### config.mk
export PLATFORM = sky130hd
export DESIGN_NAME = eth_rx2
export DESIGN_NICKNAME = d
export VERILOG_FILES = /design/src/rtl/eth_pkg.sv /design/src/rtl/manchester_rx.sv /design/src/rtl/eth_rx2.sv
export SDC_FILE = /design/constraint.sdc
export NUM_CORES = 1
export LEC_CHECK = 0
export ABC_CLOCK_PERIOD_IN_PS = 3100
export CORE_AREA = 2 2 145 147
export CTS_CLUSTER_DIAMETER = 50
export DETAILED_ROUTE_END_ITERATION = 7
export DIE_AREA = 0 0 147 149
export PLACE_DENSITY = 0.52
export SYNTH_ARGS = -nofsm -noshare
export SYNTH_HDL_FRONTEND = slang
export SYNTH_HIERARCHICAL = 1
export SYNTH_SLANG_ARGS = --single-unit
### constraint.sdc
create_clock -name clk -period 3.1 [get_ports clk]
set_clock_uncertainty 0.1 [all_clocks]
set_input_delay 0.465 -clock clk [delete_from_list [all_inputs] [get_ports clk]]
set_output_delay 0.465 -clock clk [all_outputs]
set_load 0.005 [all_outputs]
### src/rtl/eth_pkg.sv
// Shared 10BASE-T constants, rx state encoding and the byte-wise CRC-32 step.
package eth_pkg;

    localparam logic [7:0]  SFD_BYTE      = 8'hD5;
    localparam logic [31:0] CRC_INIT      = 32'hFFFF_FFFF;
    localparam logic [31:0] CRC_POLY_REFL = 32'hEDB8_8320;
    localparam logic [31:0] CRC_RESIDUE   = 32'hDEBB_20E3;
    localparam int          MIN_FRAME_LEN = 64;

    typedef enum logic [2:0] {
        RX_IDLE = 3'd0,
        RX_SYNC = 3'd1,
        RX_DATA = 3'd2,
        RX_DONE = 3'd3,
        RX_DROP = 3'd4
    } rx_state_e;

    // Reflected CRC-32 advanced by one byte, data consumed LSB-first.
    function automatic logic [31:0] crc32_byte(input logic [31:0] crc_in, input logic [7:0] data);
        logic [31:0] c;
        c = crc_in;
        for (int i = 0; i < 8; i++) begin
            if (c[0] ^ data[i]) begin
                c = {1'b0, c[31:1]} ^ CRC_POLY_REFL;
            end else begin
                c = {1'b0, c[31:1]};
            end
        end
        return c;
    endfunction

endpackage

### src/rtl/manchester_rx.sv
// Manchester bit recovery: line synchroniser, mid-bit edge timing, carrier detect.
module manchester_rx #(
    parameter int CLKS_PER_BIT = 8,
    parameter int MID_THR      = (3 * CLKS_PER_BIT) / 4,
    parameter int IDLE_CLKS    = 2 * CLKS_PER_BIT
) (
    input  logic clk,
    input  logic rst,
    input  logic eth_rx,
    output logic bit_valid,
    output logic bit_val,
    output logic carrier
);

    localparam int              CNT_W     = $clog2(IDLE_CLKS + 1);
    localparam logic [CNT_W-1:0] MID_THR_C = CNT_W'(MID_THR);
    localparam logic [CNT_W-1:0] IDLE_C    = CNT_W'(IDLE_CLKS);
    localparam logic [CNT_W-1:0] ONE_C     = CNT_W'(1);
    localparam logic [CNT_W-1:0] ZERO_C    = CNT_W'(0);

    logic             sync1_q, sync1_d;
    logic             sync2_q, sync2_d;
    logic             prev_q, prev_d;
    logic [CNT_W-1:0] since_mid_q, since_mid_d;
    logic [CNT_W-1:0] idle_cnt_q, idle_cnt_d;
    logic             carrier_q, carrier_d;
    logic             bit_valid_q, bit_valid_d;
    logic             bit_val_q, bit_val_d;
    logic             edge_s;
    logic             mid_s;

    // Edge classification and carrier tracking; boundary edges only refresh the idle timer.
    always_comb begin
        sync1_d     = eth_rx;
        sync2_d     = sync1_q;
        prev_d      = sync2_q;
        edge_s      = sync2_q ^ prev_q;
        mid_s       = edge_s & (~carrier_q | (since_mid_q >= MID_THR_C));
        bit_valid_d = mid_s;
        bit_val_d   = sync2_q;

        if (mid_s) begin
            since_mid_d = ONE_C;
        end else if (since_mid_q < MID_THR_C) begin
            since_mid_d = since_mid_q + ONE_C;
        end else begin
            since_mid_d = since_mid_q;
        end

        if (edge_s) begin
            idle_cnt_d = ZERO_C;
            carrier_d  = 1'b1;
        end else if (carrier_q) begin
            idle_cnt_d = idle_cnt_q + ONE_C;
            carrier_d  = (idle_cnt_d != IDLE_C);
        end else begin
            idle_cnt_d = ZERO_C;
            carrier_d  = 1'b0;
        end
    end

    // State register with synchronous reset.
    always_ff @(posedge clk) begin
        if (rst) begin
            sync1_q     <= 1'b0;
            sync2_q     <= 1'b0;
            prev_q      <= 1'b0;
            since_mid_q <= ZERO_C;
            idle_cnt_q  <= ZERO_C;
            carrier_q   <= 1'b0;
            bit_valid_q <= 1'b0;
            bit_val_q   <= 1'b0;
        end else begin
            sync1_q     <= sync1_d;
            sync2_q     <= sync2_d;
            prev_q      <= prev_d;
            since_mid_q <= since_mid_d;
            idle_cnt_q  <= idle_cnt_d;
            carrier_q   <= carrier_d;
            bit_valid_q <= bit_valid_d;
            bit_val_q   <= bit_val_d;
        end
    end

    assign bit_valid = bit_valid_q;
    assign bit_val   = bit_val_q;
    assign carrier   = carrier_q;

endmodule

### src/rtl/eth_rx2.sv
// 10BASE-T frame receiver: SFD hunt, byte write-out to BRAM, CRC-32 check, buffer handshake.
module eth_rx2
    import eth_pkg::*;
#(
    parameter int CLKS_PER_BIT = 8,
    parameter int MID_THR      = (3 * CLKS_PER_BIT) / 4,
    parameter int IDLE_CLKS    = 2 * CLKS_PER_BIT,
    parameter int ADDR_W       = 10
) (
    input  logic              clk,
    input  logic              rst,
    input  logic              eth_rx,
    output logic              bram_wr_en,
    output logic [ADDR_W-1:0] bram_wr_addr,
    output logic [7:0]        bram_wr_data,
    output logic              frame_done,
    output logic              frame_ok,
    output logic [ADDR_W:0]   frame_len,
    output logic              buf_full,
    input  logic              buf_release,
    output logic [7:0]        drop_count
);

    localparam int             LEN_W     = ADDR_W + 1;
    localparam logic [LEN_W-1:0] CAP_C     = LEN_W'(2 ** ADDR_W);
    localparam logic [LEN_W-1:0] MIN_LEN_C = LEN_W'(MIN_FRAME_LEN);
    localparam logic [LEN_W-1:0] ONE_C     = LEN_W'(1);

    logic bit_valid_s, bit_val_s, carrier_s;

    manchester_rx #(
        .CLKS_PER_BIT (CLKS_PER_BIT),
        .MID_THR      (MID_THR),
        .IDLE_CLKS    (IDLE_CLKS)
    ) u_mrx (
        .clk       (clk),
        .rst       (rst),
        .eth_rx    (eth_rx),
        .bit_valid (bit_valid_s),
        .bit_val   (bit_val_s),
        .carrier   (carrier_s)
    );

    rx_state_e         state_q, state_d;
    logic [7:0]        sh_q, sh_d;
    logic [4:0]        run_q, run_d;
    logic              prev_bit_q, prev_bit_d;
    logic [2:0]        bit_cnt_q, bit_cnt_d;
    logic [7:0]        byte_q, byte_d;
    logic [LEN_W-1:0]  idx_q, idx_d;
    logic [31:0]       crc_q, crc_d;
    logic              ovf_q, ovf_d;
    logic              dribble_q, dribble_d;
    logic              wr_en_q, wr_en_d;
    logic [ADDR_W-1:0] wr_addr_q, wr_addr_d;
    logic [7:0]        wr_data_q, wr_data_d;
    logic              done_q, done_d;
    logic              ok_q, ok_d;
    logic [LEN_W-1:0]  len_q, len_d;
    logic              full_q, full_d;
    logic [7:0]        drop_q, drop_d;
    logic [7:0]        new_sh_s, new_byte_s;

    // Frame FSM: next state, byte assembly, CRC update and handshake outputs.
    always_comb begin
        state_d    = state_q;
        sh_d       = sh_q;
        run_d      = run_q;
        prev_bit_d = prev_bit_q;
        bit_cnt_d  = bit_cnt_q;
        byte_d     = byte_q;
        idx_d      = idx_q;
        crc_d      = crc_q;
        ovf_d      = ovf_q;
        dribble_d  = dribble_q;
        wr_en_d    = 1'b0;
        wr_addr_d  = wr_addr_q;
        wr_data_d  = wr_data_q;
        done_d     = 1'b0;
        ok_d       = ok_q;
        len_d      = len_q;
        full_d     = full_q;
        drop_d     = drop_q;
        new_sh_s   = {bit_val_s, sh_q[7:1]};
        new_byte_s = {bit_val_s, byte_q[7:1]};

        case (state_q)
            RX_IDLE: begin
                bit_cnt_d = 3'd0;
                idx_d     = {LEN_W{1'b0}};
                crc_d     = CRC_INIT;
                ovf_d     = 1'b0;
                dribble_d = 1'b0;
                if (bit_valid_s) begin
                    state_d    = RX_SYNC;
                    sh_d       = {bit_val_s, 7'd0};
                    run_d      = 5'd1;
                    prev_bit_d = bit_val_s;
                end else begin
                    sh_d  = 8'd0;
                    run_d = 5'd0;
                end
            end
            RX_SYNC: begin
                if (!carrier_s) begin
                    state_d = RX_IDLE;
                end else if (bit_valid_s) begin
                    sh_d       = new_sh_s;
                    prev_bit_d = bit_val_s;
                    if (bit_val_s != prev_bit_q) begin
                        run_d = (run_q == 5'd31) ? run_q : run_q + 5'd1;
                    end else begin
                        run_d = 5'd1;
                    end
                    // run_q covers the first 7 SFD bits, so >= 15 means >= 8 preamble bits
                    if ((new_sh_s == SFD_BYTE) && (run_q >= 5'd15)) begin
                        bit_cnt_d = 3'd0;
                        if (full_q) begin
                            state_d = RX_DROP;
                            drop_d  = (drop_q == 8'hFF) ? drop_q : drop_q + 8'd1;
                        end else begin
                            state_d = RX_DATA;
                        end
                    end else begin
                        state_d = RX_SYNC;
                    end
                end else begin
                    state_d = RX_SYNC;
                end
            end
            RX_DATA: begin
                if (!carrier_s) begin
                    state_d   = RX_DONE;
                    dribble_d = (bit_cnt_q != 3'd0);
                end else if (bit_valid_s) begin
                    byte_d    = new_byte_s;
                    bit_cnt_d = bit_cnt_q + 3'd1;
                    if (bit_cnt_q == 3'd7) begin
                        if (idx_q < CAP_C) begin
                            wr_en_d   = ~full_q;
                            wr_addr_d = idx_q[ADDR_W-1:0];
                            wr_data_d = new_byte_s;
                            crc_d     = crc32_byte(crc_q, new_byte_s);
                            idx_d     = idx_q + ONE_C;
                        end else begin
                            ovf_d = 1'b1;
                        end
                    end else begin
                        ovf_d = ovf_q;
                    end
                end else begin
                    state_d = RX_DATA;
                end
            end
            RX_DONE: begin
                done_d  = 1'b1;
                ok_d    = (crc_q == CRC_RESIDUE) && (idx_q >= MIN_LEN_C) && !ovf_q && !dribble_q;
                len_d   = idx_q;
                full_d  = 1'b1;
                state_d = RX_IDLE;
            end
            RX_DROP: begin
                if (!carrier_s) begin
                    state_d = RX_IDLE;
                end else begin
                    state_d = RX_DROP;
                end
            end
            default: begin
                state_d = RX_IDLE;
            end
        endcase

        // A release that coincides with frame completion loses to the new frame.
        if (buf_release && full_q && !done_q && (state_q != RX_DONE)) begin
            full_d = 1'b0;
            ok_d   = 1'b0;
            len_d  = {LEN_W{1'b0}};
        end else begin
            full_d = full_d;
        end
    end

    // State and output registers with synchronous reset.
    always_ff @(posedge clk) begin
        if (rst) begin
            state_q    <= RX_IDLE;
            sh_q       <= 8'd0;
            run_q      <= 5'd0;
            prev_bit_q <= 1'b0;
            bit_cnt_q  <= 3'd0;
            byte_q     <= 8'd0;
            idx_q      <= {LEN_W{1'b0}};
            crc_q      <= CRC_INIT;
            ovf_q      <= 1'b0;
            dribble_q  <= 1'b0;
            wr_en_q    <= 1'b0;
            wr_addr_q  <= {ADDR_W{1'b0}};
            wr_data_q  <= 8'd0;
            done_q     <= 1'b0;
            ok_q       <= 1'b0;
            len_q      <= {LEN_W{1'b0}};
            full_q     <= 1'b0;
            drop_q     <= 8'd0;
        end else begin
            state_q    <= state_d;
            sh_q       <= sh_d;
            run_q      <= run_d;
            prev_bit_q <= prev_bit_d;
            bit_cnt_q  <= bit_cnt_d;
            byte_q     <= byte_d;
            idx_q      <= idx_d;
            crc_q      <= crc_d;
            ovf_q      <= ovf_d;
            dribble_q  <= dribble_d;
            wr_en_q    <= wr_en_d;
            wr_addr_q  <= wr_addr_d;
            wr_data_q  <= wr_data_d;
            done_q     <= done_d;
            ok_q       <= ok_d;
            len_q      <= len_d;
            full_q     <= full_d;
            drop_q     <= drop_d;
        end
    end

    assign bram_wr_en   = wr_en_q;
    assign bram_wr_addr = wr_addr_q;
    assign bram_wr_data = wr_data_q;
    assign frame_done   = done_q;
    assign frame_ok     = ok_q;
    assign frame_len    = len_q;
    assign buf_full     = full_q;
    assign drop_count   = drop_q;

endmodule

==> results of run 1 <==
## final timing paths
kind | startpoint | endpoint
setup / recovery | bit_cnt_q[0] | idx_q[6]
hold / removal | u_mrx/sync1_q | u_mrx/bit_val_d
setup reg to reg | bit_cnt_q[0] | idx_q[6]
hold reg to reg | u_mrx/sync1_q | u_mrx/bit_val_d
## cell type report
cell class              count  share of cell area [%]
clock buffers              17                   5.844
clock inverters            15                   1.908
inverters                  10                  0.5156
multi-input cells         507                   44.48
flip-flops and latches    127                   34.93
well taps                 275                   4.727
repair buffers             58                   7.597
## placed cells by master, fill, tap and decap left out, types with 15 or more instances in the layout
cell type | netlist | layout
a21oi_1 | 75 | 75
clkbuf_16 | 0 | 17
clkdlybuf4s50_1 | 0 | 43
dfxtp_1 | 127 | 127
nand2_1 | 93 | 93
nand3_1 | 15 | 15
nor2_1 | 75 | 75
o21ai_0 | 18 | 18
xnor2_1 | 48 | 48
xor2_1 | 26 | 26
## metrics by stage
step / setup WS [ns] / total power [W] / utilization (%) / instances / area, µm²
6_report: 0.6262 / 0.003662 / 35.41 / 1009 / 7279
2_1_floorplan: 0.8151 / 0.001762 / - / 677 / 5969
3_5_place_dp: 0.6101 / 0.001789 / 32.67 / 977 / 6715
4_1_cts: 0.6155 / 0.003721 / 35.41 / 1009 / 7279
5_1_grt: 0.3882 / 0.003808 / 35.41 / 1009 / 7279
3_3_place_gp: 0.6428 / 0.001790 / 32.67 / 977 / 6715
## per-layer routing
metal	GRT usage, %	wire length [µm]	vias up	share of wire, %
met5	0	0	-	0
met4	5.096	136	0	0.99
met3	2.844	347	15	2.5
met2	20.89	6451	69	47
met1	17.27	6780	2193	49
li1	-	-	2405	-
## state kept, by name, indices dropped and copies added (netlist names), 7 cells and up
| register | cells |
|---|---|
| drop_count | 8 |
| frame_len | 11 |
| sh_q | 7 |
| byte_q | 7 |
| bram_wr_data | 8 |
| idx_q | 11 |
| crc_q | 32 |
| bram_wr_addr | 10 |
## cells by family (layout without fill, tap and decap cells)
| kind of cell | Yosys count | count (layout) | synth area share, % |
|---|---|---|---|
| compound gates | 138 | 138 | 14.17 |
| mux | 2 | 2 | 0.3563 |
| flops | 127 | 127 | 42.59 |
| xor+xnor | 91 | 91 | 16.12 |
| simple gates | 264 | 264 | 21.09 |
| buf+inv | 43 | 100 | 3.165 |
| fa+ha+maj | 12 | 12 | 2.515 |
## power breakdown
part           internal [W]  total [W]  switching, W  leakage (nW)
Combinational     0.0000361  0.0000980     0.0000620          1.19
Sequential          0.00164    0.00165     0.0000131          1.03
Clock               0.00106    0.00191      0.000848         0.274
## worst max-delay path, cell delays in order, from the launching register on
cell and delay [ns]:
dfxtp_1 0.37, ha_1 0.16, ha_1 0.16, nand3b_1 0.16, a2111o_1 0.72, or3_1 0.47, xor2_1 0.14, nor2_1 0.05
==> impl_metrics.toml, run 1 <==
[global_route]
grt_pass1_vias = 4471
grt_first_pass_wirelength_mm = 22.92
grt_usage_pct = 13.05
gr-total-overflow = 0
antenna_found_initial = 0
grt_start_max_net_pins = 25

[die]
initial_core_util_pct = 29.04
top_level_ports = 45
die_x_um = 147
fp.dieArea_um2 = 21900
floorplan.rows = 53
die_height_um = 149
core_area_um2 = 20560

[timing]
whs_ns = 0.3336
hold_violations = 0
timing_max_transition_violations_final = 0
final-setup-viol-count = 0
maxClockFrequency_mhz = 404.2
slew-limit-headroom_pct = 47.27
grt_setup_unrepaired = "false"
fin_setup_tns_ns = 0
part_of_the_cycle_the_worst_path_needs_pct = 79.80
timing.final.crit_period_ns = 2.474
max_slew.worst_pin.slew_ns = 0.7893

[clocking]
cts_resized = 0
clk_pin_slew_ns = 0.07
tritoncts_num_sinks = 127
numCtsBuffers = 17
postCtsHoldBufs = 0
h-tree-depth = 4
clk-insertion-delay-late_ns = 0.42
cts_root_buffer = "clkbuf_16"
tritoncts = "done"
cts_max_path_buffers = 2
post_cts_buffers = 0

[detailed_routing]
drcViolationCount = 0
iteration_0_drc_count_of_the_detailed_router = 267
dr_total_vias = 4682
detail_route.vias_per_cell = 4.640
wl_per_cell_um = 13.59
drt_first_pass_iters = 4
route.final.wire_length_mm = 13.72
ant_nets = 0

[place]
routabilityCongestion = 0.7664
place.detailed.hpwl_mm = 9.399
placement.io_buffers = 44

[logic_synthesis]
postSynthRegisterBits = 127
netlist_instances = 677
synth_flop_cell = "dfxtp_1"
synth_top_cells_by_area = "dfxtp_1 (43%), xnor2_1 (7.0%), a21oi_1 (6.3%), nand2_1 (5.8%), nor2_1 (4.7%)"
synthArstFlopShare_pct = 0
synth_cell_type_count = 61
synthesis.area_per_instance_um2 = 8.818
synthDominantAreaCellType = "dfxtp_1"
synth-edff-count = 0
post-synth-top-area-fraction_pct = 42.59
leading_post_synthesis_cells_by_instance_count = "dfxtp_1 (127), nand2_1 (93), a21oi_1 (75), nor2_1 (75), xnor2_1 (48)"
area_of_the_mapped_netlist_um2 = 5969
mappedNetlistNets = 693
most_used_standard_cell_by_instance_count_after_synthesis = "dfxtp_1"
yosys_warnings = 6
seq_area_frac_synth_pct = 42.59

[critical_path]
worstPathArrival_ns = 2.66
worst-path-max-fanout = 17
cp-end-kind = "register"
worstSetupPathType = "register to register"
ff2ff_path_depth = 7
critical_path_required_ns = 3.29
r2r_setup_slack_ns = 0.63
startpoint_type = "register"

[finish]
final_nets = 737
filler_cell_count = 2162
layout-drive-gt1-share_pct = 10.49
antenna_cell_count = 0
area_growth_syn_to_layout_pct = 21.95
register_area_um2 = 2542
multiInputGateArea_um2 = 3238

[min_path]
hold_path_depth = 1
worstHoldPathType = "register to register"

[run_status]
outcome = "finished, final reports clean"

[power]
peakVddDrop_mv = 0.3030
leakage_nw = 2.486
powerDensity_nw_per_um2 = 503.1

[flow_run]
drv_cap = 0
Note: power is estimated with default switching activity, not from simulation.
==> inputs of run 2 (changes only) <==
--- a/config.mk
+++ b/config.mk
@@ -5,12 +5,12 @@
 export SDC_FILE = /design/constraint.sdc
 export NUM_CORES = 1
 export LEC_CHECK = 0
-export ABC_CLOCK_PERIOD_IN_PS = 3100
+export ABC_CLOCK_PERIOD_IN_PS = 2080
 export CORE_AREA = 2 2 145 147
 export CTS_CLUSTER_DIAMETER = 50
 export DETAILED_ROUTE_END_ITERATION = 7
 export DIE_AREA = 0 0 147 149
-export PLACE_DENSITY = 0.52
+export PLACE_DENSITY = 0.53
 export SYNTH_ARGS = -nofsm -noshare
 export SYNTH_HDL_FRONTEND = slang
 export SYNTH_HIERARCHICAL = 1
==> constraint.sdc (replaced) <==
create_clock -name clk -period 2.08 [get_ports clk]
set_clock_uncertainty 0.1 [all_clocks]
set_input_delay 0.312 -clock clk [delete_from_list [all_inputs] [get_ports clk]]
set_output_delay 0.312 -clock clk [all_outputs]
set_load 0.005 [all_outputs]
==> run 2 against run 1 <==
  * The flow now finishes with violations (negative setup slack)
  * Maximum frequency is 19% higher
  * First-iteration DRC count down 16%
  * Power increased by 56%
  * Sequential power up 50%
  * Cell count up 5.2%
  * Critical endpoint is now bram_wr_data[1]
  * Highest routed layer unchanged
==> impl_metrics.toml, run 2 (same netlist as run 1, synthesis figures left out) <==
[finish]
final_cell_mix = "dfxtp_1 (123), nand2_1 (86), nor2_1 (74)"
multiInputGateArea_um2 = 3416
final_nets = 789
largest_reg_flops = 32
area_growth_syn_to_layout_pct = 33.87
layout-drive-gt1-share_pct = 20.87
antenna_cell_count = 0
filler_cell_count = 2125
max_flop_register = "crc_q"
postLayoutCoreUtil_pct = 38.87
mostFrequentLayoutCell = "dfxtp_1"
register_area_um2 = 2547

[critical_path]
crit-reg2reg-launch = "bit_cnt_q[0]"
worstPathArrival_ns = 2.34
crit_cells = 9
worstSetupPathType = "register to register"
startpoint_type = "register"
max_stage_delay_ns = 0.45
cp_common_cell = "ha_4"
timing.critical_path.max_delay_family = "compound AO/OA/AOI/OAI gates"
ff2ff_path_depth = 9
critical_path.slowest_cell = "a2111o_1"
cp_num_buf_inv = 2
timing.critical_path.cells = "ha_4 > ha_4 > nand3b_1 > a2111o_1 > buf_6 > nor2_4 > clkbuf_16 > nand2_2 > a21oi_2"
setup.worst_path.start = "bit_cnt_q[0]"
cp-end-kind = "register"
critical_path_required_ns = 2.33
worst-path-max-fanout = 4

[clocking]
tritoncts = "done"
cts_max_path_buffers = 2
tritoncts_num_sinks = 127
clk_pin_slew_ns = 0.06
clk-insertion-delay-late_ns = 0.42
h-tree-depth = 4
postCtsHoldBufs = 0
numCtsBuffers = 17
cts_root_buffer = "clkbuf_16"

[place]
place.detailed.hpwl_mm = 9.981
routabilityCongestion = 0.7631
post-place-ws_ns = -0.03806
placement.io_buffers = 44

[timing]
slew-limit-headroom_pct = 66.24
hold_violations = 0
whs_ns = 0.2480
fin_setup_tns_ns = -0.005156
timing_max_transition_violations_final = 0
final-setup-viol-count = 1
part_of_the_cycle_the_worst_path_needs_pct = 100.2
maxClockFrequency_mhz = 479.6
timing.final.crit_period_ns = 2.085
setup_slack_ns = -0.005156
grt_setup_unrepaired = "true"
max_slew.worst_pin.slew_ns = 0.5063

[die]
initial_core_util_pct = 29.04
die_x_um = 147
die_height_um = 149
top_level_ports = 45
floorplan.rows = 53
fp.dieArea_um2 = 21900
core_area_um2 = 20560

[global_route]
grt_start_max_net_pins = 38
grt_pass1_vias = 4652
grt_first_pass_wirelength_mm = 23.87
gr-total-overflow = 0
grt_usage_pct = 13.58
antenna_found_initial = 0

[power]
leakage_nw = 2.802
peakVddDrop_mv = 0.4857
powerDensity_nw_per_um2 = 713.5

[min_path]
hold_path_depth = 2
worst_hold_startpoint = "rst"
worstHoldPathType = "input pin to register"

[flow_run]
drv_cap = 0

[detailed_routing]
wl_per_cell_um = 13.88
detail_route.vias_per_cell = 4.615
drcViolationCount = 0
iteration_0_drc_count_of_the_detailed_router = 225
drt_first_pass_iters = 4
route.final.wire_length_mm = 14.72
dr_total_vias = 4896
ant_nets = 0

[run_status]
violations_in_the_final_reports = "negative setup slack"
outcome = "finished with violations"
-- run 2: worst reg2reg max path, delay by kind of cell (launching register included) --
family | cells | cell delay, ns
fa+ha+maj | 2 | 0.26
buf+inv | 2 | 0.36
compound gates | 2 | 0.59
simple gates | 3 | 0.37
flops | 1 | 0.35
-- run 2: path summary, 6_finish.rpt --
path                      to  slack [ns]
max          bram_wr_data[1]      -0.005
min          u_mrx/bit_valid        0.25
max reg2reg  bram_wr_data[1]      -0.005
min reg2reg  u_mrx/bit_val_d        0.34
-- run 2: power by group --
group / switching [W] / internal (W) / leakage (nW)
registers: 0.0000183 / 0.00245 / 1.03
logic: 0.000104 / 0.0000767 / 1.48
clock network: 0.00114 / 0.00192 / 0.293
total: 0.00126 / 0.00444 / 2.80
-- run 2: cell type report --
class                   count  area share, %
flip-flops and latches    127          31.88
inverters                  10         0.4697
clock inverters            13          2.051
repair buffers            110          13.01
multi-input cells         507          42.74
well taps                 275          4.306
clock buffers              19          5.543
-- run 2: routing by layer --
layer | vias up | global-route usage, % | wire, µm
met1 | 2315 | 18.56 | 7412
met2 | 57 | 21.10 | 6812
met4 | 0 | 3.654 | 123
met3 | 10 | 3.853 | 374
li1 | 2514 | - | -
met5 | - | 0 | 0
-- run 2: metrics by stage --
stage          area (µm²)  std cells  power, W
2_1_floorplan        6018        677  0.002626
3_3_place_gp         7097       1018  0.002682
3_5_place_dp         7097       1018  0.002682
4_1_cts              7732       1053  0.005758
5_1_grt              7991       1061  0.005894
6_report             7991       1061  0.005702
-- run 2: timing repair --
action | in CTS | in global routing
pin swaps | 2 | 8
cloned | 0 | 3
endpoints found under the setup margin | 21 | 61
setup buffers | 3 | 5
gates resized for setup | 2 | 34
==> inputs of run 3 (changes only) <==
--- a/config.mk
+++ b/config.mk
@@ -10,7 +10,7 @@
 export CTS_CLUSTER_DIAMETER = 50
 export DETAILED_ROUTE_END_ITERATION = 7
 export DIE_AREA = 0 0 147 149
-export PLACE_DENSITY = 0.53
+export PLACE_DENSITY = 0.51
 export SYNTH_ARGS = -nofsm -noshare
 export SYNTH_HDL_FRONTEND = slang
 export SYNTH_HIERARCHICAL = 1
==> run 3 against run 2 <==
  * The run now ends clean
  * Clock power is 12% higher
  * Power is 6.7% higher
  * Critical path depth is 1 lower
  * Wire length is 0.90% lower
  * Global-route usage is 0.091 points higher
  * Register-to-register slack better by 0.02 ns
  * Maximum frequency is 1.1% higher
  * Clock-buffer cell count is 2 lower
  * Utilization is 0.13 points higher
  * Flip-flop and latch count stayed put
==> impl_metrics.toml, run 3 (same netlist as run 1, synthesis figures left out) <==
[die]
floorplan.rows = 53
die_height_um = 149
core_area_um2 = 20560
die_x_um = 147
fp.dieArea_um2 = 21900
initial_core_util_pct = 29.04
top_level_ports = 45

[min_path]
worstHoldPathType = "input pin to register"
endpoint_of_the_worst_hold_timing_path = "u_mrx/bit_val"
hold_path_depth = 2
worst_hold_startpoint = "rst"

[finish]
final_nets = 787
antenna_cell_count = 0
final_cell_mix = "dfxtp_1 (123), nand2_1 (93), nor2_1 (73)"
area_growth_syn_to_layout_pct = 34.33
filler_cell_count = 2072
stdcell_count = 1059
mostFrequentLayoutCell = "dfxtp_1"
max_flop_register = "crc_q"
largest_reg_flops = 32
layout-drive-gt1-share_pct = 19.52

[timing]
part_of_the_cycle_the_worst_path_needs_pct = 99.14
grt_setup_unrepaired = "true"
final-setup-viol-count = 0
max_slew.worst_pin.slew_ns = 0.5484
whs_ns = 0.2512
maxClockFrequency_mhz = 484.9
hold_violations = 0
timing.final.crit_period_ns = 2.062
timing_max_transition_violations_final = 0
slew-limit-headroom_pct = 63.26

[clocking]
clk-insertion-delay-late_ns = 0.42
h-tree-depth = 4
numCtsBuffers = 17
tritoncts = "done"
cts_max_path_buffers = 2
postCtsHoldBufs = 0
tritoncts_num_sinks = 127
clk_pin_slew_ns = 0.06
cts_root_buffer = "clkbuf_16"

[detailed_routing]
drcViolationCount = 0
wl_per_cell_um = 13.78
ant_nets = 0
detail_route.vias_per_cell = 4.554
iteration_0_drc_count_of_the_detailed_router = 222
dr_total_vias = 4823
drt_first_pass_iters = 4
route.final.wire_length_mm = 14.59

[power]
share_seq_of_total_power_pct = 40.5
power.clock.fraction_pct = 56.5
powerDensity_nw_per_um2 = 758.7
internal-power_w = 0.004793
p_sw_w = 0.001291
leakage_nw = 2.841
peakVddDrop_mv = 0.4885
p_sw_share_pct = 21.22
power.share.combinational_pct = 3.0

[critical_path]
cp-end-kind = "register"
rr_endpoint = "drop_count[7]"
ff2ff_path_depth = 8
crit-reg2reg-launch = "run_q[0]"
worstPathArrival_ns = 2.27
critical_path_required_ns = 2.29
worstSetupPathType = "register to register"
startpoint_type = "register"
r2r_setup_slack_ns = 0.02
worst-path-max-fanout = 3

[global_route]
grt_start_max_net_pins = 27
grt_pass1_vias = 4550
gr-total-overflow = 0
antenna_found_initial = 0
grt_usage_pct = 13.67
grt_first_pass_wirelength_mm = 23.74

[place]
placement.io_buffers = 44
dp.cells = 1019
place.detailed.hpwl_mm = 10.20
routabilityCongestion = 0.8170

[run_status]
outcome = "finished, final reports clean"

[flow_run]
drv_cap = 0
==> run 3: changes by cell type in the layout (fill, tap and decap cells not counted), moves of 3 or more <==
cell	before	now
clkinv_2	3	0
a21oi_2	12	4
bufinv_16	3	6
nand2_2	7	0
a21oi_1	63	71
nand2_1	86	93
==> run 3: layer usage <==
layer	vias to the layer above	wire [µm]	GRT usage, %	part of all wire, %
met5	-	0	0	0
met4	0	137	4.615	0.94
met3	11	384	3.547	2.6
met2	62	6680	20.96	46
met1	2234	7388	18.75	51
li1	2516	-	-	-
==> run 3: final cells by class <==
cell class	count	area (µm²)	area share (%)
clock inverters	15	259.0	3.230
well taps	275	344.1	4.291
flip-flops and latches	127	2547	31.77
clock buffers	17	425.4	5.305
multi-input cells	507	3393	42.32
inverters	10	37.54	0.4681
repair buffers	108	1012	12.62
==> run 3: per-stage QoR <==
step	worst slack [ns]	utilization [%]	setup TNS [ns]	cell area (µm²)	power, W
after global placement	-0.06043	34.62	-0.1339	7117	0.002688
final	0.01781	39.01	0	8019	0.006084
after CTS	0.01496	38.02	0	7815	0.006161
after floorplan	-0.1383	-	-0.1383	6018	0.002626
after detailed placement	-0.06264	34.62	-0.1919	7117	0.002687
after global routing	-0.09993	39.01	-0.5772	8019	0.006298
==> run 3: worst max-delay path by stage <==
stage / start / to / cells past startpoint / slack (ns)
after detailed placement: run_q[1] / bit_cnt_q[1] / 9 / -0.06
after global placement: run_q[1] / bit_cnt_q[2] / 9 / -0.06
after floorplan: run_q[1] / drop_count[7] / 8 / -0.14
after CTS: run_q[1] / state_q[0] / 10 / 0.01
after global routing: run_q[0] / bit_cnt_q[2] / 9 / -0.1
final: run_q[0] / drop_count[7] / 8 / 0.02
==> run 3: power by group through the flow <==
stage	Clock, W	Combinational (W)	Sequential [W]
6_report	0.00344	0.000181	0.00247
3_5_place_dp	0	0.000169	0.00252
4_1_cts	0.00353	0.000169	0.00246
5_1_grt	0.00363	0.000199	0.00247
2_1_floorplan	0	0.000114	0.00251
3_3_place_gp	0	0.000169	0.00252
==> run 3: worst max-delay path: stages (launching register included) <==
cell and delay, ns:
dfxtp_2 0.35, ha_4 0.13, and3_4 0.20, ha_4 0.14, nor2_4 0.04, a211oi_4 0.29
nand3_2 0.13, nor4_2 0.23, mux2_2 0.35
==> run 3: timing repair <==
item | CTS | global route
gates resized for setup | 2 | 30
buffers inserted | 1 | 5
gates cloned | 0 | 2
setup endpoints to repair | 6 | 60
pin swaps | 2 | 12
